## src/rtl/wave_pkg.sv

```systemverilog
// Shared definitions for the waveform capture path: FSM state encoding,
// display sample width and the audio-to-display sample conversion.
package wave_pkg;

    typedef enum logic [1:0] {
        ARMED  = 2'd0,
        ACTIVE = 2'd1,
        WAIT   = 2'd2
    } capture_state_t;

    localparam int DISP_SAMPLE_W = 8;

    // Converts the top byte of a signed sample to offset binary by flipping
    // the sign bit, so the most negative value lands at the bottom of the screen.
    function automatic logic [DISP_SAMPLE_W-1:0] to_display_sample(
        input logic [DISP_SAMPLE_W-1:0] msb_byte
    );
        return {~msb_byte[DISP_SAMPLE_W-1], msb_byte[DISP_SAMPLE_W-2:0]};
    endfunction

endpackage

```

## src/rtl/wave_capture_zero_cross_detect.sv

```systemverilog
// Rising zero-crossing detector: remembers the last strobed sample and flags
// a negative-to-non-negative transition on the current strobe.
module zero_cross_detect #(
    parameter int SAMPLE_W = 16
) (
    input  logic                clk,
    input  logic                reset,
    input  logic                new_sample_ready,
    input  logic [SAMPLE_W-1:0] new_sample_in,
    output logic [SAMPLE_W-1:0] prev,
    output logic                crossing
);

    logic [SAMPLE_W-1:0] prev_r;

    // Track every strobed sample regardless of the capture state.
    always_ff @(posedge clk) begin
        if (reset) begin
            prev_r <= {SAMPLE_W{1'b0}};
        end else if (new_sample_ready) begin
            prev_r <= new_sample_in;
        end else begin
            prev_r <= prev_r;
        end
    end

    // A crossing is only meaningful on a strobe.
    always_comb begin
        crossing = 1'b0;
        if (new_sample_ready && prev_r[SAMPLE_W-1] && !new_sample_in[SAMPLE_W-1]) begin
            crossing = 1'b1;
        end else begin
            crossing = 1'b0;
        end
    end

    assign prev = prev_r;

endmodule

```

## src/rtl/wave_capture.sv

```systemverilog
// Waveform capture stage: arms on a rising zero crossing, writes one screen
// of display samples into the inactive RAM half, then flips read_index once
// the display is idle.
// Optional feature macro: WAVE_CAPTURE_DECIMATE_EN (keep one strobe in
// 2^DECIM_LOG2 after the crossing sample).
module wave_capture
    import wave_pkg::*;
#(
    parameter int SAMPLE_W    = 16,
    parameter int NUM_SAMPLES = 128,
    parameter int DECIM_LOG2  = 2
) (
    input  logic                           clk,
    input  logic                           reset,
    input  logic                           new_sample_ready,
    input  logic [SAMPLE_W-1:0]            new_sample_in,
    input  logic                           wave_display_idle,
    output logic [$clog2(NUM_SAMPLES):0]   write_address,
    output logic [DISP_SAMPLE_W-1:0]       write_sample,
    output logic                           write_enable,
    output logic                           read_index
);

    localparam int IDX_W = $clog2(NUM_SAMPLES);
    localparam logic [IDX_W-1:0] LAST_IDX = IDX_W'(NUM_SAMPLES - 1);

    capture_state_t           state_r;
    logic [IDX_W-1:0]         index_r;
    logic                     read_index_r;
    logic                     write_enable_r;
    logic [IDX_W:0]           write_address_r;
    logic [DISP_SAMPLE_W-1:0] write_sample_r;

    logic                     crossing_s;
    logic                     accept_s;
    logic [SAMPLE_W-1:0]      prev_s;
    logic [DISP_SAMPLE_W-1:0] disp_s;

    zero_cross_detect #(
        .SAMPLE_W (SAMPLE_W)
    ) u_zero_cross_detect (
        .clk              (clk),
        .reset            (reset),
        .new_sample_ready (new_sample_ready),
        .new_sample_in    (new_sample_in),
        .prev             (prev_s),
        .crossing         (crossing_s)
    );

    assign disp_s = to_display_sample(new_sample_in[SAMPLE_W-1 -: DISP_SAMPLE_W]);

`ifdef WAVE_CAPTURE_DECIMATE_EN
    logic [DECIM_LOG2-1:0] skip_r;

    // Skip counter: held at zero while armed so every capture starts fresh.
    always_ff @(posedge clk) begin
        if (reset) begin
            skip_r <= {DECIM_LOG2{1'b0}};
        end else if (state_r == ARMED) begin
            skip_r <= {DECIM_LOG2{1'b0}};
        end else if ((state_r == ACTIVE) && new_sample_ready) begin
            skip_r <= skip_r + DECIM_LOG2'(1);
        end else begin
            skip_r <= skip_r;
        end
    end

    // Only the last strobe of each decimation group is kept.
    always_comb begin
        accept_s = 1'b0;
        if (new_sample_ready && (skip_r == {DECIM_LOG2{1'b1}})) begin
            accept_s = 1'b1;
        end else begin
            accept_s = 1'b0;
        end
    end
`else
    // Without decimation every strobe in ACTIVE is kept.
    always_comb begin
        accept_s = 1'b0;
        if (new_sample_ready) begin
            accept_s = 1'b1;
        end else begin
            accept_s = 1'b0;
        end
    end
`endif

    // Capture FSM with registered RAM write port and display half select.
    always_ff @(posedge clk) begin
        if (reset) begin
            state_r         <= ARMED;
            index_r         <= {IDX_W{1'b0}};
            read_index_r    <= 1'b0;
            write_enable_r  <= 1'b0;
            write_address_r <= {(IDX_W+1){1'b0}};
            write_sample_r  <= {DISP_SAMPLE_W{1'b0}};
        end else begin
            write_enable_r <= 1'b0;
            case (state_r)
                ARMED: begin
                    if (crossing_s) begin
                        write_enable_r  <= 1'b1;
                        write_address_r <= {~read_index_r, {IDX_W{1'b0}}};
                        write_sample_r  <= disp_s;
                        index_r         <= IDX_W'(1);
                        state_r         <= ACTIVE;
                    end
                end
                ACTIVE: begin
                    if (accept_s) begin
                        write_enable_r  <= 1'b1;
                        write_address_r <= {~read_index_r, index_r};
                        write_sample_r  <= disp_s;
                        if (index_r == LAST_IDX) begin
                            index_r <= {IDX_W{1'b0}};
                            state_r <= WAIT;
                        end else begin
                            index_r <= index_r + IDX_W'(1);
                        end
                    end
                end
                WAIT: begin
                    // Strobes here are dropped; the detector still tracks them.
                    if (wave_display_idle) begin
                        read_index_r <= ~read_index_r;
                        state_r      <= ARMED;
                    end
                end
                default: begin
                    state_r <= ARMED;
                    index_r <= {IDX_W{1'b0}};
                end
            endcase
        end
    end

    assign write_address = write_address_r;
    assign write_sample  = write_sample_r;
    assign write_enable  = write_enable_r;
    assign read_index    = read_index_r;

endmodule

```

## config.mk

```make
export PLATFORM = sky130hd
export DESIGN_NAME = wave_capture
export DESIGN_NICKNAME = d
export VERILOG_FILES = /design/src/rtl/wave_pkg.sv /design/src/rtl/wave_capture_zero_cross_detect.sv /design/src/rtl/wave_capture.sv
export SDC_FILE = /design/constraint.sdc
export NUM_CORES = 1
export LEC_CHECK = 0
export CAP_MARGIN = 0
export CELL_PAD_IN_SITES_DETAIL_PLACEMENT = 0
export CELL_PAD_IN_SITES_GLOBAL_PLACEMENT = 1
export CORE_MARGIN = 1.5
export CORE_UTILIZATION = 35
export DETAILED_ROUTE_END_ITERATION = 6
export PLACE_DENSITY = 0.9
export SETUP_SLACK_MARGIN = 0.15
export SLEW_MARGIN = 40
export SYNTH_ARGS = -nofsm -noshare
export SYNTH_HDL_FRONTEND = slang
export SYNTH_SLANG_ARGS = --single-unit
```

## constraint.sdc

```tcl
create_clock -name clk -period 3.6 [get_ports clk]
set_input_delay 0.72 -clock clk [delete_from_list [all_inputs] [get_ports clk]]
set_output_delay 0.72 -clock clk [all_outputs]
set_load 0.01 [all_outputs]
```

==> impl_metrics.csv <==
group,metric,value,unit
status,status,"completed",
hold_path,whs_path_depth,2,
synthesis,avgSynthCellArea,8.53,um^2
sta,hold_viol_final,0,
floorplan,ios,38,
synthesis,synth_fp_nets,157,
global_route,grt_use_met3,2.56,%
sta,worst_clock_skew,0.00656,ns
hold_path,min_path_type,"flop to flop",
clock_tree,cts_tree,"built",
critical_path,r2r_cells,4,
detailed_routing,wl,2510,um
critical_path,slowest_delay,0.70,ns
floorplan,start_util,37.4,%
clock_tree,cts_max_level,1,
placed_design,port-buffer-count,29,
clock_tree,cts_made_buffers,3,
detailed_routing,ant_nets,0,
critical_path,cp_max_fo,17,
critical_path,critPathSlowestCell,"clkdlybuf4s50_1",
critical_path,required,3.86,ns
synthesis,yosysUniqueCellTypes,37,
global_route,grt_pass1_vias,1013,
final_layout,final_cell_mix,"dfxtp_1, clkdlybuf4s50_1, nand2_1",
final_layout,drive_above_1_share,8.81,%
global_route,grt_max_degree,26,
floorplan,num_rows,20,
global_route,grt_pass1_wl,4380,um
placed_design,pre_cts_slack,1.06,ns
critical_path,crit_type,"input pin to flop",
synthesis,ys_seq_elements,28,
clock_tree,cts_resized,0,
detailed_routing,drc,0,
synthesis,syn_area,1160,um^2
clock_tree,cts_setup_buffers,0,
critical_path,cp-end-kind,"flop",
placed_design,postPlaceCellArea,1460,um^2
detailed_routing,drt_first_iter_violations,43,
clock_tree,insertion_delay,0.33,ns
synthesis,yosysSeqAreaShare,48.3,%
global_route,antenna_found_initial,0,
final_layout,area_delta_synth_final,28.4,%
sta,min_period,2.19,ns
sta,maxSlewViolCount,0,
final_layout,nets,181,
clock_tree,cts_sinks,28,
sta,rsz0062_at_grt,"no",
clock_tree,clk_pin_slew,0.15,ns
synthesis,yosysTopAreaCellShare,48.3,%
clock_tree,clockRootBuffer,"clkbuf_4",
sta,period_share,60.7,%
sta,setup_violations,0,
final_layout,antennaDiodeCount,0,
synthesis,yosys.area.top_type,"dfxtp_1",
synthesis,synthArstFlopShare,0,%
final_layout,final_area,1490,um^2
job,maxCapViolCount,0,
synthesis,synth_edf_count,0,
clock_tree,hold_buffers,0,
detailed_routing,viasPerCell,5.04,
clock_tree,clockBufferDepth,2,
detailed_routing,route.vias.total,1024,
placed_design,hpwl,1760,um
global_route,met2_usage,26.1,%
placed_design,gp_congestion,0.704,
floorplan,die-area,3670,um^2
power,power_density,347,nW/um^2
synthesis,synth_ff_type,"dfxtp_1",
detailed_routing,route.detailed.wl_per_inst,12.3,um
floorplan,fp.dieW,60.6,um
floorplan,die_y,60.6,um
sta,worst_pin_slew,0.645,ns
sta,fmax,458,MHz
final_layout,fillers,343,
critical_path,crit_chain,"clkdlybuf4s50_1, and2b_2, o21a_1, nor2_1, a311oi_1",
power,peakVddDrop,141,uV
detailed_routing,firstDrtPassIters,4,
synthesis,yosysWarnings,0,
final_layout,post-route-util,48.0,%
synthesis,synthTopCellsByArea,"dfxtp_1, a21oi_1, nand2_1, nand3_1, o21ai_0",
power,leakagePower,0.000490,uW
sta,fin_tns_setup,0,ns
critical_path,critPathArrivalTime,2.44,ns
floorplan,core-area,3100,um^2
global_route,grt_overflow_total,0,
critical_path,start_kind,"input pin",
global_route,grt_usage,15.2,%
synthesis,syn_inst,136,
global_route,gr-max-usage-layer,"met2",
sta,slew_headroom,57.0,%
sta,fin_hold_ws,0.465,ns
sta,fin_ws,1.41,ns
global_route,use_met1,19.8,%
[worst max-delay path, delay by kind of cell]
| family | cells | cell delay [ns] |
|---|---|---|
| buffers and inverters | 1 | 0.70 |
| AND/OR/NAND/NOR | 2 | 0.32 |
| AO/OA/AOI/OAI | 2 | 0.71 |
[state kept, by name, summed over array words and instances (netlist names)]
signal	cells
write_address	8
write_sample	8
read_index	1
write_enable	1
index_r	7
state_r	2
u_zero_cross_detect.prev	1
[metal layers]
layer  wire, um  up-vias
met4         21        0
met1       1200      478
met2       1200       24
met3         90        2
li1           -      520
met5          0        -
[cells in the mapped netlist (2+ instances only)]
master / count
o21ai_0: 6
dfxtp_1: 28
a21oi_1: 19
nand2_1: 24
inv_1: 2
buf_2: 5
nor2_1: 8
or3_2: 2
nand3_1: 10
clkbuf_1: 4
and2b_2: 2
[path summary, 6_finish.rpt]
path | from | slack [ns] | to
max reg2reg | state_r[0] | 1.88 | index_r[4]
min reg2reg | write_sample[1] | 0.46 | write_sample[1]
max | new_sample_ready | 1.41 | write_sample[7]
min | write_sample[1] | 0.46 | write_sample[1]
[final cells by class]
type / instances / area (um^2) / area share (%)
Clock buffer: 4 / 36.3 / 2.44
Sequential cell: 28 / 561 / 37.6
Timing Repair Buffer: 29 / 285 / 19.2
Tap cell: 44 / 55.1 / 3.70
Multi-Input combinational cell: 96 / 544 / 36.6
Inverter: 2 / 7.51 / 0.504
[power by group]
part           switching [uW]  total [uW]  internal (uW)
Combinational            22.4        45.2           22.9
Clock                    90.3         152           62.0
Sequential               3.73         318            315
[stage by stage]
stage | power, uW | std cells
global placement | 370 | 199
CTS | 522 | 203
floorplan | 348 | 136
global route | 536 | 203
detailed placement | 371 | 199
finish | 516 | 203
[cells by family (layout without fill, tap and decap cells)]
logic type / Yosys count / after routing / synth area share (%)
AND/OR/NAND/NOR: 56 / 56 / 24.3
multiplexers: 1 / 1 / 0.863
XOR/XNOR: 1 / 1 / 0.755
buffers and inverters: 12 / 35 / 5.07
AO/OA/AOI/OAI: 37 / 37 / 19.6
flip-flops: 28 / 28 / 48.3
adder cells (fa/ha/maj): 1 / 1 / 1.08
Power figures use the tool's default switching activity.
